### config.mk
export PLATFORM = sky130hd
export DESIGN_NAME = hdmi_video_timing
export DESIGN_NICKNAME = d
export VERILOG_FILES = /design/src/rtl/hdmi_timing_pkg.sv /design/src/rtl/hdmi_timing_axis.sv /design/src/rtl/hdmi_video_timing.sv
export SDC_FILE = /design/constraint.sdc
export NUM_CORES = 1
export LEC_CHECK = 0
export BUFFER_PORTS_ARGS = -buffer_cell sky130_fd_sc_hd__buf_2
export CAP_MARGIN = 20
export CORE_ASPECT_RATIO = 0.5
export CORE_MARGIN = 2
export CORE_UTILIZATION = 47
export CTS_BUF_LIST = sky130_fd_sc_hd__clkbuf_4
export CTS_CLUSTER_DIAMETER = 120
export DETAILED_ROUTE_END_ITERATION = 16
export PLACE_DENSITY = 0.78
export SLEW_MARGIN = 30
export SYNTH_ARGS = -nofsm -noshare
export SYNTH_HDL_FRONTEND = slang
export SYNTH_SLANG_ARGS = --single-unit
### constraint.sdc
create_clock -name clk -period 6.1 [get_ports clk]
set_clock_uncertainty 0.2 [all_clocks]
set_input_delay 0.305 -clock clk [delete_from_list [all_inputs] [get_ports clk]]
set_output_delay 0.305 -clock clk [all_outputs]
set_load 0.1 [all_outputs]
### src/rtl/hdmi_timing_pkg.sv
//----------------------------------------------------------------------
// hdmi_timing_pkg : shared types and 720p defaults for the raster timing
// Rev 1.0
//----------------------------------------------------------------------
`default_nettype none

package hdmi_timing_pkg;

  localparam int COORD_W   = 12;
  localparam int MAX_TOTAL = 1 << COORD_W;

  typedef logic [COORD_W-1:0] coord_t;

  typedef enum logic [1:0] {
    PH_ACTIVE = 2'd0,
    PH_FP     = 2'd1,
    PH_SYNC   = 2'd2,
    PH_BP     = 2'd3
  } phase_t;

  localparam int DEF_H_ACTIVE = 1280;
  localparam int DEF_H_FP     = 110;
  localparam int DEF_H_SYNC   = 40;
  localparam int DEF_H_BP     = 220;
  localparam int DEF_V_ACTIVE = 720;
  localparam int DEF_V_FP     = 5;
  localparam int DEF_V_SYNC   = 5;
  localparam int DEF_V_BP     = 20;

  localparam int DEF_H_TOTAL = DEF_H_ACTIVE + DEF_H_FP + DEF_H_SYNC + DEF_H_BP;
  localparam int DEF_V_TOTAL = DEF_V_ACTIVE + DEF_V_FP + DEF_V_SYNC + DEF_V_BP;

  function automatic coord_t to_coord(input int value);
    return coord_t'(value);
  endfunction

endpackage

`default_nettype wire

### src/rtl/hdmi_timing_axis.sv
//----------------------------------------------------------------------
// hdmi_timing_axis : one raster axis (counter + ACTIVE/FP/SYNC/BP phase FSM)
// Rev 1.0
//----------------------------------------------------------------------
`default_nettype none

module hdmi_timing_axis
  import hdmi_timing_pkg::*;
#(
  parameter int ACTIVE = DEF_H_ACTIVE,
  parameter int FP     = DEF_H_FP,
  parameter int SYNC   = DEF_H_SYNC,
  parameter int BP     = DEF_H_BP
) (
  input  logic               clk,
  input  logic               rst,
  input  logic               adv,
  output logic [COORD_W-1:0] cnt,
  output logic               wrap,
  output logic               active,
  output logic               sync
);

  localparam int TOTAL = ACTIVE + FP + SYNC + BP;

  if (ACTIVE <= 0 || FP <= 0 || SYNC <= 0 || BP <= 0) begin : g_bad_phase
    $error("hdmi_timing_axis: every phase length must be non-zero");
  end
  if (TOTAL > MAX_TOTAL) begin : g_bad_total
    $error("hdmi_timing_axis: axis total exceeds counter range");
  end

  localparam coord_t END_ACTIVE = to_coord(ACTIVE - 1);
  localparam coord_t END_FP     = to_coord(ACTIVE + FP - 1);
  localparam coord_t END_SYNC   = to_coord(ACTIVE + FP + SYNC - 1);
  localparam coord_t END_TOTAL  = to_coord(TOTAL - 1);

  phase_t phase;
  coord_t phase_end;

  always_comb begin
    phase_end = END_TOTAL;
    case (phase)
      PH_ACTIVE: phase_end = END_ACTIVE;
      PH_FP:     phase_end = END_FP;
      PH_SYNC:   phase_end = END_SYNC;
      default:   phase_end = END_TOTAL;
    endcase
  end

  assign wrap   = adv && (cnt == END_TOTAL);
  assign active = (phase == PH_ACTIVE);
  assign sync   = (phase == PH_SYNC);

  // The BP phase ends on the last count, so the phase FSM and counter wrap together.
  always_ff @(posedge clk) begin
    if (rst) begin
      cnt   <= '0;
      phase <= PH_ACTIVE;
    end else if (adv) begin
      cnt <= wrap ? '0 : cnt + coord_t'(1);
      if (cnt == phase_end) begin
        case (phase)
          PH_ACTIVE: phase <= PH_FP;
          PH_FP:     phase <= PH_SYNC;
          PH_SYNC:   phase <= PH_BP;
          default:   phase <= PH_ACTIVE;
        endcase
      end
    end
  end

endmodule

`default_nettype wire

### src/rtl/hdmi_video_timing.sv
//----------------------------------------------------------------------
// hdmi_video_timing : HDMI raster timing generator (coords, DE, syncs, strobes)
// Option macro HDMI_TIMING_SYNC_DELAY_EN delays syncs/strobes 1 clk, adds de_out.
// Rev 1.0
//----------------------------------------------------------------------
`default_nettype none

module hdmi_video_timing
  import hdmi_timing_pkg::*;
#(
  parameter int H_ACTIVE = DEF_H_ACTIVE,
  parameter int H_FP     = DEF_H_FP,
  parameter int H_SYNC   = DEF_H_SYNC,
  parameter int H_BP     = DEF_H_BP,
  parameter int V_ACTIVE = DEF_V_ACTIVE,
  parameter int V_FP     = DEF_V_FP,
  parameter int V_SYNC   = DEF_V_SYNC,
  parameter int V_BP     = DEF_V_BP,
  parameter bit HS_POL   = 1'b1,
  parameter bit VS_POL   = 1'b1
) (
  input  logic               clk,
  input  logic               rst,
  output logic [COORD_W-1:0] px_x,
  output logic [COORD_W-1:0] px_y,
  output logic               data_en,
  output logic               hsync,
  output logic               vsync,
  output logic               line_start,
  output logic               frame_start
`ifdef HDMI_TIMING_SYNC_DELAY_EN
  ,
  output logic               de_out
`endif
);

  coord_t h_cnt;
  coord_t v_cnt;
  logic   h_wrap;
  logic   v_wrap_unused;
  logic   h_active;
  logic   v_active;
  logic   h_sync;
  logic   v_sync;
  logic   de_next;

  hdmi_timing_axis #(
    .ACTIVE (H_ACTIVE),
    .FP     (H_FP),
    .SYNC   (H_SYNC),
    .BP     (H_BP)
  ) u_h_axis (
    .clk    (clk),
    .rst    (rst),
    .adv    (1'b1),
    .cnt    (h_cnt),
    .wrap   (h_wrap),
    .active (h_active),
    .sync   (h_sync)
  );

  hdmi_timing_axis #(
    .ACTIVE (V_ACTIVE),
    .FP     (V_FP),
    .SYNC   (V_SYNC),
    .BP     (V_BP)
  ) u_v_axis (
    .clk    (clk),
    .rst    (rst),
    .adv    (h_wrap),
    .cnt    (v_cnt),
    .wrap   (v_wrap_unused),
    .active (v_active),
    .sync   (v_sync)
  );

  assign de_next = h_active && v_active;

  logic hs_s1;
  logic vs_s1;
  logic ls_s1;
  logic fs_s1;

  always_ff @(posedge clk) begin
    if (rst) begin
      px_x    <= '0;
      px_y    <= '0;
      data_en <= 1'b0;
      hs_s1   <= ~HS_POL;
      vs_s1   <= ~VS_POL;
      ls_s1   <= 1'b0;
      fs_s1   <= 1'b0;
    end else begin
      px_x    <= de_next ? h_cnt : '0;
      px_y    <= de_next ? v_cnt : '0;
      data_en <= de_next;
      hs_s1   <= h_sync ? HS_POL : ~HS_POL;
      vs_s1   <= v_sync ? VS_POL : ~VS_POL;
      ls_s1   <= de_next && (h_cnt == '0);
      fs_s1   <= de_next && (h_cnt == '0) && (v_cnt == '0);
    end
  end

`ifdef HDMI_TIMING_SYNC_DELAY_EN
  // Extra stage lines syncs/strobes up with the colour stage's registered pixel.
  always_ff @(posedge clk) begin
    if (rst) begin
      hsync       <= ~HS_POL;
      vsync       <= ~VS_POL;
      line_start  <= 1'b0;
      frame_start <= 1'b0;
      de_out      <= 1'b0;
    end else begin
      hsync       <= hs_s1;
      vsync       <= vs_s1;
      line_start  <= ls_s1;
      frame_start <= fs_s1;
      de_out      <= data_en;
    end
  end
`else
  assign hsync       = hs_s1;
  assign vsync       = vs_s1;
  assign line_start  = ls_s1;
  assign frame_start = fs_s1;
`endif

endmodule

`default_nettype wire

==> out/qor.csv <==
metric,value,unit
Fin. Hold Viols,0,
Syn Area/Cell,9.223,um2
initial antenna violation count,0,
synth-to-layout area growth,11.17,%
buffer count from post-CTS setup fixing,0,
first-pass GRT wire length,8459,um
clk_lat worst skew,0.40,ns
total chip power,0.6303,mW
I/O pins,31,
Synthesized Nets,290,
drt pass-1 iters,4,
min-delay worst type,in2reg,
WL per Instance,13.65,um
GR Util All Layers,18.19,%
CTS sink count,57,
CP Max Fanout,13,
Final Util,55.53,%
"Design Area, Final",0.002789,mm2
largest net degree at the start of global routing,23,
final wirelength,5077,um
status,completed,
Worst Path Required,6.16,ns
Clock power frac,33.4,%
number of H-tree levels,3,
Critical Path AT,2.58,ns
Nets,315,
endpoint class of the critical path,flip-flop,
Final TNS setup,0,ns
relative slew slack,46.86,%
maximum clock rate,396.0,MHz
Final Cycle Share,41.40,%
dpl cell area,0.002686,mm2
unrepaired setup endpoints after global routing,no,
CTS buffer count,9,
placed insts,356,
Slew Limit Fails,0,
Max rail drop VDD,0.08944,mV
CTS tree,built,
full die area,0.005973,mm2
#FFs+latches synth,57,
IO Port Bufs,30,
Post-synth EDFFs,0,
PwrDens,226.0,mW/mm2
ANT nets after route,0,
number of diodes,0,
Residual DRC,0,
GP Congestion,0.8655,
initial core utilization,49.95,%
cells after synthesis,272,
clock buffer depth,2,
Psw,0.1649,mW
initial drt markers,109,
ratio of cells with drive above 1 in the final layout,15.56,%
Finish-stage setup viols,0,
total grt overflow,0,
root buffer cell,clkbuf_4,
placed wire-length estimate,3518,um
fin cells,372,
vias per cell,5.328,
Gate power share,6.2,%
Least-Margin Pin Slew,0.7905,ns
ys async rst share,0,%
register area share after synthesis,45.49,%
CP Class,reg2reg,
Die Wd,107.3,um
Rows,18,
clock slew at reported path FFs,0.09,ns
via count,1982,
CP Launch Type,flip-flop,
chip height,55.66,um
Sw Share,26.16,%
LEAKAGE,1.097,nW
# resized after CTS,0,
distinct cell type count after synthesis,36,
# Max-Cap Violations,0,
vias in the first global route,1851,
Flop pwr share,60.4,%
Core ar.,0.005022,mm2
P_int,0.4654,mW
"Top FF cell, synth",dfxtp_1,
hold buffer count at CTS,0,
fin crit period,2.525,ns
Synthesis Warnings,0,
"Cell Area, Synth",0.002509,mm2
## cells in the mapped netlist (7+ instances only)
master    instances  area share (%)
inv_1            12             1.8
nor2_1           18             2.7
ha_1             16             8.0
nand4_1           9             2.2
nor3_1           12             2.4
dfxtp_1          57              45
a21oi_1          17             3.4
o21ai_0           7             1.4
nand3_1          11             2.2
xnor2_1          12             4.2
xor2_1            7             2.4
nor4_1            7             1.7
nand2_1           8             1.2
clkbuf_1         16             2.4
and2_1           19             4.7
## kinds of logic after synthesis
| logic type | after synthesis | share of synthesized area (%) |
|---|---|---|
| and+or+nand+nor | 117 | 27.43 |
| DFF | 57 | 45.49 |
| AOI/OAI and AO/OA | 33 | 7.481 |
| buffers and inverters | 28 | 4.189 |
| xor gates and xnor gates | 19 | 6.633 |
| adders and majority gates | 16 | 7.980 |
| muxes | 2 | 0.7980 |
## final cells by class
cell class | count | area (um2)
multi-input cells | 187 | 1265
clock inverters | 6 | 25.02
well taps | 70 | 87.58
fillers | 450 | 2233
inverters | 12 | 45.04
flip-flops and latches | 57 | 1141
clock buffers | 10 | 75.07
repair buffers | 30 | 150.1
## worst max-delay path, cell delays in order (launching register included)
cell	delay [ns]
dfxtp_1	0.37
or4_4	0.56
or4_4	0.63
o21bai_1	0.54
a21oi_1	0.09
## state kept, by name (all words and copies together), names as in the netlist
register / cells
data_en: 1
frame_start: 1
hsync: 1
line_start: 1
px_x: 12
px_y: 12
u_h_axis.cnt: 12
u_h_axis.phase: 2
u_v_axis.cnt: 12
u_v_axis.phase: 2
vsync: 1
## placed cells by master, fill, tap and decap left out, types with 7 or more instances in the layout
cell      Yosys  routed
o21ai_0       7       7
nor2_1       18      17
nand2_1       8       8
a21oi_1      17      17
dfxtp_1      57      57
ha_1         16      16
buf_2         0      30
clkbuf_4      0      10
xnor2_1      12      12
nor4_1        7       7
xor2_1        7       7
and2_1       19      19
inv_1        12      12
nand4_1       9       9
nor3_1       12      12
nand3_1      11      11
## final timing paths
path               startpoint                to  slack, ns  depth (start not counted)
max reg2reg   u_h_axis.cnt[8]  u_v_axis.cnt[11]       3.57                          4
max           u_h_axis.cnt[8]  u_v_axis.cnt[11]       3.57                          4
min reg2reg  u_v_axis.cnt[11]          px_y[11]       0.31                          1
min                       rst             vsync       0.12                          2
## per-stage QoR
| stage | hold slack, ns | setup WS (ns) |
|---|---|---|
| after floorplan | 0.2551 | 3.829 |
| after global placement | 0.2791 | 3.646 |
| after detailed placement | 0.2883 | 3.619 |
| after CTS | 0.08772 | 3.607 |
| after global routing | 0.09611 | 3.469 |
| final | 0.1151 | 3.575 |
## metal layers
layer	part of all wire (%)	wire, um	GRT usage (%)	vias up
met5	0	0	0	-
met4	1.2	59	5.566	0
met3	6.8	345	7.728	8
met2	47	2362	29.39	61
met1	45	2310	22.09	917
li1	-	-	-	996
## power by group through the flow
stage,combinational (mW),sequential [mW],clock [mW]
final,0.0392,0.381,0.210
after global placement,0.0387,0.390,0
after global routing,0.0418,0.382,0.236
after CTS,0.0392,0.381,0.217
after floorplan,0.0132,0.408,0
after detailed placement,0.0391,0.389,0
Power figures use the tool's default switching activity.
